File: src/rtl/fetch_pkg.sv
// fetch_pkg: shared FSM state type and constants for the instruction fetch unit
package fetch_pkg;
    typedef enum logic [1:0] {IDLE, FETCH, HALT} state_t;
    localparam int BUF_DEPTH = 2;
    localparam logic [127:0] HALT_OPCODE = '1;
endpackage

File: src/rtl/instr_fetch_if.sv
// instr_fetch_if: memory read port, redirect request and decoder handshake of the fetch unit
interface instr_fetch_if #(parameter int width = 32, parameter int depth = 32);
    localparam int AW = $clog2(depth);
    logic             mem_rd_en;
    logic [AW-1:0]    mem_addr;
    logic [width-1:0] mem_rdata;
    logic             redirect_valid;
    logic [AW-1:0]    redirect_pc;
    logic             out_valid;
    logic             out_ready;
    logic [width-1:0] out_instr;
    logic [AW-1:0]    out_pc;
    logic             halted;
    modport master (
        output mem_rd_en, mem_addr, out_valid, out_instr, out_pc, halted,
        input  mem_rdata, redirect_valid, redirect_pc, out_ready
    );
    modport slave (
        input  mem_rd_en, mem_addr, out_valid, out_instr, out_pc, halted,
        output mem_rdata, redirect_valid, redirect_pc, out_ready
    );
endinterface

File: src/rtl/fetch_buf.sv
// fetch_buf: 2-entry FIFO holding {pc, instr} pairs between memory and decoder
import fetch_pkg::*;
module fetch_buf #(parameter int dw = 37) (
    input  logic          clk,
    input  logic          reset,
    input  logic          flush,
    input  logic          push,
    input  logic          pop,
    input  logic [dw-1:0] din,
    output logic [dw-1:0] dout,
    output logic [1:0]    count
);
    logic [dw-1:0] mem [BUF_DEPTH];
    logic          rd, wr;
    // pointers and occupancy; flush empties the buffer regardless of push/pop
    always_ff @(posedge clk or negedge reset) begin
        if (!reset) begin
            rd    <= 1'b0;
            wr    <= 1'b0;
            count <= 2'd0;
        end else if (flush) begin
            rd    <= 1'b0;
            wr    <= 1'b0;
            count <= 2'd0;
        end else begin
            wr    <= wr ^ push;
            rd    <= rd ^ pop;
            count <= count + 2'(push) - 2'(pop);
        end
    end
    // entry storage; contents are only meaningful while counted
    always_ff @(posedge clk) begin
        if (push && !flush) mem[wr] <= din;
    end
    assign dout = mem[rd];
endmodule

File: src/rtl/instr_fetch.sv
// instr_fetch: PC/FSM fetch front end with 2-entry buffer; INSTR_FETCH_HALT_EN compiles in halt-opcode detection
import fetch_pkg::*;
module instr_fetch #(parameter int width = 32, parameter int depth = 32) (
    input logic          clk,
    input logic          reset,
    instr_fetch_if.master bus
);
    localparam int AW = $clog2(depth);
    state_t              state, nxt;
    logic [AW-1:0]       pc, fl_pc;
    logic                fl, redir, valid, pop, push, issue, halt_hit;
    logic [1:0]          cnt;
    logic [2:0]          occ;
    logic [AW+width-1:0] head;
    assign redir = bus.redirect_valid && state != IDLE;
    assign valid = cnt != 2'd0;
    assign pop   = valid && bus.out_ready;
    assign push  = fl && !redir;
    assign occ   = 3'(cnt) + 3'(fl);
`ifdef INSTR_FETCH_HALT_EN
    assign halt_hit = fl && !redir && bus.mem_rdata == HALT_OPCODE[width-1:0];
`else
    assign halt_hit = 1'b0;
`endif
    assign issue = state == FETCH && !halt_hit && occ < (pop ? 3'd3 : 3'd2);
    fetch_buf #(.dw(AW + width)) u_buf (
        .clk(clk), .reset(reset), .flush(redir), .push(push), .pop(pop),
        .din({fl_pc, bus.mem_rdata}), .dout(head), .count(cnt)
    );
    // state register
    always_ff @(posedge clk or negedge reset) begin
        if (!reset) state <= IDLE;
        else        state <= nxt;
    end
    // next state: leave IDLE immediately, halt on opcode capture, resume on redirect
    always_comb begin
        nxt = state == IDLE  ? FETCH :
              state == FETCH ? (halt_hit ? HALT : FETCH) :
              (redir ? FETCH : HALT);
    end
    // outputs: read strobe from PC, head entry shown only while valid
    always_comb begin
        bus.mem_rd_en = issue;
        bus.mem_addr  = pc;
        bus.out_valid = valid;
        bus.out_instr = valid ? head[width-1:0] : '0;
        bus.out_pc    = valid ? head[width +: AW] : '0;
`ifdef INSTR_FETCH_HALT_EN
        bus.halted    = state == HALT;
`else
        bus.halted    = 1'b0;
`endif
    end
    // PC and in-flight tracking; a read issued on a redirect edge is dropped
    always_ff @(posedge clk or negedge reset) begin
        if (!reset) begin
            pc    <= '0;
            fl    <= 1'b0;
            fl_pc <= '0;
        end else begin
            fl    <= issue && !redir;
            fl_pc <= pc;
            pc    <= redir ? bus.redirect_pc :
                     !issue ? pc :
                     pc == AW'(depth - 1) ? '0 : pc + 1'b1;
        end
    end
endmodule
File: src/flat_wrapper.sv
// flat-port wrapper written by rule: the top's interface ports become plain ports
module instr_fetch_flat 
#(parameter int width = 32, parameter int depth = 32)
  (clk, reset, bus_mem_rd_en, bus_mem_addr, bus_out_valid, bus_out_instr, bus_out_pc, bus_halted, bus_mem_rdata, bus_redirect_valid, bus_redirect_pc, bus_out_ready);
  instr_fetch_if #(.width(width), .depth(depth)) bus_i ();
  input logic clk;
  input logic reset;
  output wire logic [$bits(bus_i.mem_rd_en)-1:0] bus_mem_rd_en;
  output wire logic [$bits(bus_i.mem_addr)-1:0] bus_mem_addr;
  output wire logic [$bits(bus_i.out_valid)-1:0] bus_out_valid;
  output wire logic [$bits(bus_i.out_instr)-1:0] bus_out_instr;
  output wire logic [$bits(bus_i.out_pc)-1:0] bus_out_pc;
  output wire logic [$bits(bus_i.halted)-1:0] bus_halted;
  input wire logic [$bits(bus_i.mem_rdata)-1:0] bus_mem_rdata;
  input wire logic [$bits(bus_i.redirect_valid)-1:0] bus_redirect_valid;
  input wire logic [$bits(bus_i.redirect_pc)-1:0] bus_redirect_pc;
  input wire logic [$bits(bus_i.out_ready)-1:0] bus_out_ready;
  assign bus_mem_rd_en = bus_i.mem_rd_en;
  assign bus_mem_addr = bus_i.mem_addr;
  assign bus_out_valid = bus_i.out_valid;
  assign bus_out_instr = bus_i.out_instr;
  assign bus_out_pc = bus_i.out_pc;
  assign bus_halted = bus_i.halted;
  assign bus_i.mem_rdata = bus_mem_rdata;
  assign bus_i.redirect_valid = bus_redirect_valid;
  assign bus_i.redirect_pc = bus_redirect_pc;
  assign bus_i.out_ready = bus_out_ready;
  instr_fetch #(.width(width), .depth(depth)) u_core (.clk(clk), .reset(reset), .bus(bus_i));
endmodule
File: config.mk
export PLATFORM = sky130hd
export DESIGN_NAME = instr_fetch_flat
export DESIGN_NICKNAME = d
export VERILOG_FILES = /design/src/rtl/fetch_pkg.sv /design/src/rtl/instr_fetch_if.sv /design/src/rtl/fetch_buf.sv /design/src/rtl/instr_fetch.sv /design/src/flat_wrapper.sv
export SDC_FILE = /design/constraint.sdc
export NUM_CORES = 1
export LEC_CHECK = 0
export CAP_MARGIN = 25
export CORE_MARGIN = 5
export CORE_UTILIZATION = 49
export DETAILED_ROUTE_END_ITERATION = 10
export PLACE_DENSITY = 0.86
export SLEW_MARGIN = 20
export SYNTH_ARGS = -nofsm -noshare
export SYNTH_HDL_FRONTEND = slang
export SYNTH_SLANG_ARGS = --single-unit
File: constraint.sdc
create_clock -name clk -period 3.9 [get_ports clk]
set_clock_uncertainty 0.05 [all_clocks]
set_input_delay 0.39 -clock clk [delete_from_list [all_inputs] [get_ports clk]]
set_output_delay 0.39 -clock clk [all_outputs]
set_load 0.01 [all_outputs]
Yosys cells after proc, flatten, opt, wreduce, memory -nomap -nowiden:

Memories as Yosys holds them, arrays and structs flattened.
Index checks and enable logic that the tools add are counted.

* add/subtract/negate cells: 4
* order comparisons: 1
* equal/unequal tests: 2
* mux-type cells: 14
* bitwise logic cells: 2
* reductions and logical operators: 11

Operators by type and width (number)
* $mux 32: 1
* $mux 5: 4
* $mux 2: 4
* $logic_and 1x1->1: 6
* $reduce_bool 2->1: 3
* $add 5x1->5 const B: 1
* $eq 5x5->1 const B: 1
* $mux 1: 5
* $add 2x1->3: 1
* $lt 3x3->1: 1
* $add 2x1->2: 1
* $eq 2x1->1 const B: 1
* $logic_not 2->1: 1
* $sub 2x1->2: 1
* $xor 1x1->1: 2
* $logic_not 1->1: 1

* register bits: 17
* RAM bits: 74
* output and inout bits: 45
* word-level logic and storage cells: 42
* memories kept: 1

Memories
* u_core.u_buf.mem: words 2, width 37, rd ports 1, clocked after memory_dff 0, wr ports 1, line fetch_buf.sv:13 `logic [dw-1:0] mem [BUF_DEPTH];`

Depth between registers and ports, before layout:

Gate-level depths: netlist (run 1).

* depth in word-level cells: 7
* depth in mapped cells: 9

Cells and area by module:

From an unflattened synthesis (run 1), not the netlist that was laid out.

* cells, all modules: 235
* area, all modules: 3827.4 µm²

Modules (own cells, without submodules)
* fetch_buf: times used 1, cells each 132, area an instance 2961.6 µm², seq. area each 2322.2 µm²
* instr_fetch: times used 1, cells each 103, area an instance 865.8 µm², seq. area each 325.3 µm²

Least setup slack after synthesis (run 1):

Ideal clock, no wire load.

* path type: register to register
* from: register u_core.state[0]
* to: memory u_core.u_buf.mem[0][0], enable pin
* arrival: 2638 ps
* data required time: 3419 ps
* path slack: 781 ps
* cell stages (with the launch flop): 5
* period minus slack after synthesis: 3119 ps
* path through: dfrtp_1 o21ai_0 clkbuf_1 nand2_1 nor2_1

* cells in the longest elaborated chain, start to end: 7

Ends and longest elaborated chain
* start: declaration: line instr_fetch.sv:9 `state_t state, nxt;`
* start signal: assignment: line instr_fetch.sv:33 `else state <= nxt;`
* $reduce_bool 2->1 *: line instr_fetch.sv:15 `assign redir = bus.redirect_valid && state != IDLE;`
* $logic_and 1x1->1 *: line instr_fetch.sv:15
* $logic_not 1->1 *: line fetch_buf.sv:33, instr_fetch.sv:18
* $logic_and 1x1->1: line instr_fetch.sv:18 `assign push = fl && !redir;`
* $logic_and 1x1->1 *: line fetch_buf.sv:33 `if (push && !flush) mem[wr] <= din;`
* $mux 1 *: line fetch_buf.sv:33
* $mux 1 (implied by the code) *: line fetch_buf.sv:33
* end: declaration: line fetch_buf.sv:13

Every way passes the cells marked *; elsewhere a longest branch is shown, timed or not.

Final worst setup path (run 1):

* from: register u_core.u_buf.count[0]
* to: output port bus_mem_rd_en

* cells in the longest elaborated chain, start to end: 5

Ends and longest elaborated chain
* start: declaration: line fetch_buf.sv:11 `output logic [1:0] count`
* start signal: assignment: line fetch_buf.sv:28 `count <= count + 2'(push) - 2'(pop);`
* $reduce_bool 2->1: line instr_fetch.sv:16 `assign valid = cnt != 2'd0;`
* $logic_and 1x1->1: line instr_fetch.sv:17 `assign pop = valid && bus.out_ready;`
* $mux 1: line instr_fetch.sv:25 `assign issue = state == FETCH && !halt_hit && occ < (pop ? 3'd3 : 3'd2);`
* $lt 3x3->1 *: line instr_fetch.sv:25
* $logic_and 1x1->1 *: line instr_fetch.sv:25
* end: declaration: line flat_wrapper.sv:8 `output wire logic [$bits(bus_i.mem_rd_en)-1:0] bus_mem_rd_en;`

Marks and branches as above.

==> results of run 1 <==
==> worst min-delay path by stage <==
stage	from	to	slack, ps	cells after the start
after global placement	u_core.fl_pc[2]	u_core.u_buf.mem[0][34]	370	0
after CTS	u_core.fl_pc[1]	u_core.u_buf.mem[0][33]	390	0
after global routing	u_core.fl_pc[1]	u_core.u_buf.mem[0][33]	400	0
after detailed placement	u_core.bus.mem_addr[4]	u_core.fl_pc[4]	380	0
final	u_core.fl_pc[1]	u_core.u_buf.mem[0][33]	390	0
after floorplan	reset	u_core.bus.mem_addr[0]	40	0
==> layout make-up <==
type                       count  area [um^2]
sequential                    91         2650
fill                         498         2450
multi-input combinational    130          892
timing repair buffer          87          881
clock buffer                  10          128
tap                           99          124
clock inverter                 6         41.3
inverter                       4         15.0
==> where the power goes <==
| part | internal, mW | switching, mW | leakage (nW) | total, mW |
|---|---|---|---|---|
| Combinational | 0.708 | 0.622 | 0.691 | 1.33 |
| Clock | 0.231 | 0.311 | 0.0787 | 0.542 |
| Sequential | 1.24 | 0.132 | 0.877 | 1.38 |
==> logic make-up (layout without fill, tap and decap cells) <==
kind of cell	count (synthesis)	after routing
and+or+nand+nor	66	66
muxes	37	37
DFF	91	91
adders and majority gates	6	6
xor gates and xnor gates	4	4
other	1	1
buffers and inverters	14	107
AOI/OAI and AO/OA	16	16
==> state kept, by name (all words and copies together) (netlist names) <==
signal and flops:
u_core.u_buf.mem 74, u_core.bus.mem_addr 5, u_core.u_buf.rd 1, u_core.u_buf.wr 1, u_core.state 2, u_core.fl 1
u_core.fl_pc 5, u_core.u_buf.count 2
==> metal layers <==
metal  up-vias  wire (um)  track usage
li1       1032          -            -
met1      1021       2730        0.185
met2        80       3480        0.267
met3        11        422       0.0276
met4         0        116       0.0746
met5         -          0            0
==> critical path, delay by kind of cell (launching register included) <==
family	cells	cell delay, ps
adders and majority gates	2	420
DFF	1	450
buffers and inverters	1	550
and+or+nand+nor	3	470
==> cell usage after synthesis, drive strengths merged <==
cell type and count:
edfxtp 74, nor2 51, mux2i 37, dfrtp 17, o21ai 7, ha 6
a31oi 5, buf 5, clkbuf 5, inv 4, nand3 3, and2 2
and3 2, nand2 2, nand3b 2, o21a 2, xnor2 2, xor2 2
conb 1, nand4 1, nor2b 1, nor3 1, o31ai 1, o41a 1
or4 1
==> per-stage QoR <==
| stage | total power, mW | hold WS, ps |
|---|---|---|
| after CTS | 3.28 | 391 |
| after floorplan | 2.06 | 44.4 |
| after detailed placement | 2.74 | 376 |
| final | 3.25 | 389 |
| after global routing | 3.45 | 404 |
| after global placement | 2.68 | 373 |
==> results.md, run 1 <==
- Compound-Gate Fraction of Synth Area: 0.0314
- Fin area: 4730 um^2
- Most common cell after layout, fill and taps aside: clkdlybuf4s50_1
- Mux contribution to synthesized area: 0.103
- Main combinational cell family by area after synthesis: multiplexers
- Final Critical Period: 2670 ps
- Req. time, crit path: 3460 ps
- Worst path slowest cell: clkdlybuf4s50_1
- Residual DRC: 0
- Post-synth cell types: 28
- Fin cells: 427
- Placed Instance Area: 4530 um^2
- Final-report hold violation count: 0
- PwrDens: 687 nW/um^2
- Number of global-route vias before repair: 2,217
- Routed wire length: 6740 um
- Worst-skew pair later-pin latency: 340 ps
- Starting DRT DRC Count: 55
- FP Rows: 31
- First-pass GRT wire length: 10,500 um
- Remaining antenna violation count: 0
- Worst Reg2Reg Path Length in Cells: 4
- Synthesized Nets: 282
- Nets: 370
- R2r setup slk: 1720 ps
- Xor/xnor cell area share of the yosys netlist: 0.00977
- Slew @ Worst Pin: 881 ps
- CTS H-tree lvls: 3
- Post-CTS sizing: 0
- Arr. time, crit path: 2230 ps
- Synth top area share: 0.620
- Most frequent cells in the layout: 84 x clkdlybuf4s50_1, 74 x edfxtp_1, 49 x nor2_1
- RR Endpoint: u_core.u_buf.mem[0][36]
- Critical path destination: bus_mem_rd_en
- RR Startpoint: u_core.state[1]
- DRT Pass-1 Iters: 4
- Avg Cell Area, Syn: 15.3 um^2
- Setup_tns: 0 ps
- Die height: 95.5 um
- Worst setup margin: 1230 ps
- Final setup viols: 0
- Final Slew Violations: 0
- CTS tree: yes
- Die Wd: 95.5 um
- Crit-path cells: ha_1 > ha_1 > nor2_1 > nand2_1 > nor2_1 > clkdlybuf4s50_1
- ANT cells: 0
- Vias/cell: 5.02
- Largest cells by area after synthesis: edfxtp_1 62%, dfrtp_1 12%, mux2i_1 10%
- Crit Path Category: register to output port
- Pleak: 1.65 nW
- Initial core utilization: 0.500
- Final worst path period share: 0.684
- Longest Clk Path Bufs: 2
- Share of cells above drive strength 1: 0.0762
- MaxCap Viol Count: 0
- Antenna violations before repair: 0
- Startpoint types: register
- Hpwl dp: 4680 um
- Core Area: 7180 um^2
- Gr usage total: 0.154
- Hold Crit Class: register to register
- Final Util: 0.659
- Largest stage delay, worst path: 550 ps
- Routed WL per cell: 15.8 um
- Io pins: 86
- Max FO, Critical Path: 8
- Die Area: 9130 um^2
- IO buf count: 84
- GP Congestion: 0.864
- Worst vdd ir: 0.417 mV
- CTS Sinks: 91
- Fmax: 375 MHz
- Mapped cell area: 3580 um^2
- Adder-Cell Fraction of Synth Area: 0.0209
- CTS Buf Count: 9
- Vias: 2,144
- Syn. warnings: 0
- Hold_buf cts: 0
- Root buf cell: clkbuf_8
- GR Overflow Total: 0
- Post-Syn Instances: 235
- Status: finished, final reports clean
- Simple-gate share of the synthesized area: 0.0778
- Number of synthesized register bits: 91
- RSZ-0062 raised after global routing: no
- Reg clk slew, reported paths: 80 ps
- Pin count of the biggest net entering global routing: 39
- Area leader, netlist: edfxtp_1
- Worst Setup End Kind: output port
- Synth-to-layout area growth: 31.9%
- Placed Instances: 410
- Postcts setup bufs: 0
- Slew HR: 0.413
- Place WS: 1420 ps
- Critical path startpoint: u_core.u_buf.count[0]
- Sequential share of the synthesized area: 0.739
(Power assumes the default switching activity.)
==> run 2: changes to the inputs <==
--- a/config.mk
+++ b/config.mk
@@ -7,9 +7,9 @@
 export LEC_CHECK = 0
 export CAP_MARGIN = 25
 export CORE_MARGIN = 5
-export CORE_UTILIZATION = 49
+export CORE_UTILIZATION = 44
 export DETAILED_ROUTE_END_ITERATION = 10
-export PLACE_DENSITY = 0.86
+export PLACE_DENSITY = 0.82
 export SLEW_MARGIN = 20
 export SYNTH_ARGS = -nofsm -noshare
 export SYNTH_HDL_FRONTEND = slang
==> constraint.sdc (replaced) <==
create_clock -name clk -period 2.41 [get_ports clk]
set_clock_uncertainty 0.05 [all_clocks]
set_input_delay 0.241 -clock clk [delete_from_list [all_inputs] [get_ports clk]]
set_output_delay 0.241 -clock clk [all_outputs]
set_load 0.01 [all_outputs]
==> run 2 against run 1 <==
Effect of this change: first-iteration DRC count is 7.3% lower; non-clock buffer count up 3; sequential cell count unchanged; sequential power increased by 60%; critical path depth down 2; highest routed layer unchanged.
==> results.md, run 2 (synthesis results as in run 1) <==
- Setup_tns: 0 ps (unchanged)
- CTS Sinks: 91 (unchanged)
- Die Wd: 100 um (was 95.5 um)
- Crit-path cells: buf_12 > mux2i_1 > nor2_1 > clkdlybuf4s50_1 (was ha_1 > ha_1 > nor2_1 > nand2_1 > nor2_1 > clkdlybuf4s50_1)
- Seq pwr share: 0.401 (was 0.424)
- Nets: 373 (was 370)
- DRT Pass-1 Iters: 4 (unchanged)
- Switch share: 0.316 (was 0.328)
- RR Startpoint: u_core.bus.mem_addr[0] (was u_core.state[1])
- IO buf count: 84 (unchanged)
- Pleak: 1.69 nW (was 1.65 nW)
- Worst Setup End Kind: output port (unchanged)
- NetSw: 1.74 mW (was 1.07 mW)
- Remaining antenna violation count: 0 (unchanged)
- Root buf cell: clkbuf_8 (unchanged)
- Hold_buf cts: 0 (unchanged)
- Worst setup margin: 97.2 ps (was 1230 ps)
- Worst-skew pair later-pin latency: 350 ps (was 340 ps)
- RSZ-0062 raised after global routing: no (unchanged)
- Final-report hold violation count: 0 (unchanged)
- Hold Crit Class: input port to asynchronous set/reset pin (was register to register)
- Reg clk slew, reported paths: 80 ps (about the same)
- Arr. time, crit path: 2020 ps (was 2230 ps)
- Largest stage delay, worst path: 600 ps (was 550 ps)
- Starting DRT DRC Count: 51 (was 55)
- Core Area: 8090 um^2 (was 7180 um^2)
- Most common cell after layout, fill and taps aside: clkdlybuf4s50_1 (unchanged)
- Comb power frac: 0.397 (was 0.410)
- Residual DRC: 0 (unchanged)
- Io pins: 86 (unchanged)
- Share of cells above drive strength 1: 0.0967 (was 0.0762)
- Worst Reg2Reg Path Length in Cells: 6 (was 4)
- First-pass GRT wire length: 10,400 um (was 10,500 um)
- Status: finished, final reports clean (unchanged)
- Hpwl dp: 4480 um (was 4680 um)
- Synth-to-layout area growth: 34.8% (was 31.9%)
- R2r setup slk: 480 ps (was 1720 ps)
- Final setup viols: 0 (unchanged)
- Vias/cell: 4.88 (was 5.02)
- Worst vdd ir: 0.543 mV (was 0.417 mV)
- ANT cells: 0 (unchanged)
- Final Critical Period: 2310 ps
- Startpoint types: register (unchanged)
- GP Congestion: 0.841 (was 0.864)
- FP Rows: 33 (was 31)
- Slew HR: 0.496 (was 0.413)
- GR Overflow Total: 0 (unchanged)
- Part of the power in the clock network: 0.202 (was 0.167)
- Worst path slowest cell: dfrtp_4 (was clkdlybuf4s50_1)
- Antenna violations before repair: 0 (unchanged)
- Critical path startpoint: u_core.u_buf.rd (was u_core.u_buf.count[0])
- CTS tree: yes (unchanged)
- CTS Buf Count: 9 (unchanged)
- Initial core utilization: 0.443 (was 0.500)
- Most frequent cells in the layout: 83 x clkdlybuf4s50_1, 74 x edfxtp_1, 48 x nor2_1 (was 84 x clkdlybuf4s50_1, 74 x edfxtp_1, 49 x nor2_1)
- Req. time, crit path: 2120 ps (was 3460 ps)
- Slew @ Worst Pin: 754 ps (was 881 ps)
- Crit Path Category: register to output port (unchanged)
- Largest register FFs: 74 (unchanged)
- Die Area: 10,100 um^2 (was 9130 um^2)
- Die height: 100 um (was 95.5 um)
- Number of global-route vias before repair: 2,182 (was 2,217)
- Longest Clk Path Bufs: 2 (unchanged)
- Fmax: 432 MHz
- Vias: 2,126 (was 2,144)
- Final Slew Violations: 0 (unchanged)
- Place WS: 313 ps (was 1420 ps)
- Max FO, Critical Path: 26 (was 8)
- Final worst path period share: 0.960
- Routed wire length: 6460 um (was 6740 um)
- Top reg by flops: u_core.u_buf.mem (unchanged)
- Gr usage total: 0.135 (was 0.154)
- CTS H-tree lvls: 3 (unchanged)
- RR Endpoint: u_core.bus.mem_addr[3] (was u_core.u_buf.mem[0][36])
- PnR Total Power: 5.50 mW (was 3.25 mW)
- MaxCap Viol Count: 0 (unchanged)
- Routed WL per cell: 14.8 um (was 15.8 um)
- PwrDens: 1140 nW/um^2 (was 687 nW/um^2)
- Pin count of the biggest net entering global routing: 39 (unchanged)
- P_int: 3.76 mW (was 2.18 mW)
-- run 2: power groups by stage --
stage	clock (mW)	combinational, mW	sequential (mW)
final	1.11	2.18	2.21
after floorplan	0	1.16	2.17
after global placement	0	2.21	2.23
after global routing	1.22	2.39	2.24
after CTS	1.14	2.23	2.21
after detailed placement	0	2.23	2.24
-- run 2: worst max-delay path by stage --
stage                             end  depth (start not counted)  slack (ps)
2_1_floorplan  u_core.u_buf.mem[0][0]                          4         280
6_report             bus_out_instr[1]                          4         100
5_1_grt             bus_out_instr[21]                          4          10
4_1_cts                 bus_mem_rd_en                          5           5
3_5_place_dp            bus_mem_rd_en                          6         310
3_3_place_gp            bus_mem_rd_en                          6         320
-- run 2: routing by layer --
| layer | GRT usage | part of all wire |
|---|---|---|
| met5 | 0 | 0 |
| met4 | 0.0560 | 0.013 |
| met3 | 0.0361 | 0.058 |
| met2 | 0.220 | 0.51 |
| met1 | 0.170 | 0.42 |
-- run 2: through the flow --
stage	utilization	instance area (um^2)	hold slack (ps)	std cells
6_report	0.597	4830	282	436
5_1_grt	0.597	4830	346	436
4_1_cts	0.596	4830	311	436
3_5_place_dp	0.568	4600	384	420
3_3_place_gp	0.568	4600	372	420
2_1_floorplan	-	3590	-105	235
-- run 2: timing repair --
action / CTS / global route
setup buffers: 0 / 0
setup endpoints to repair: 1 / 25
resized for setup: 3 / 2
-- run 2: critical path: cells and delay by family, from the launching register on --
family,cells,cell delay [ps]
buf+inv,2,790
flops,1,600
mux,1,130
simple gates,1,130
-- run 2: cell type report --
type	instances	area (um^2)
clock buffers	9	124
fillers	663	3260
inverters	4	15.0
multi-input cells	130	897
flip-flops and latches	91	2650
repair buffers	90	913
clock inverters	7	97.6
well taps	105	131
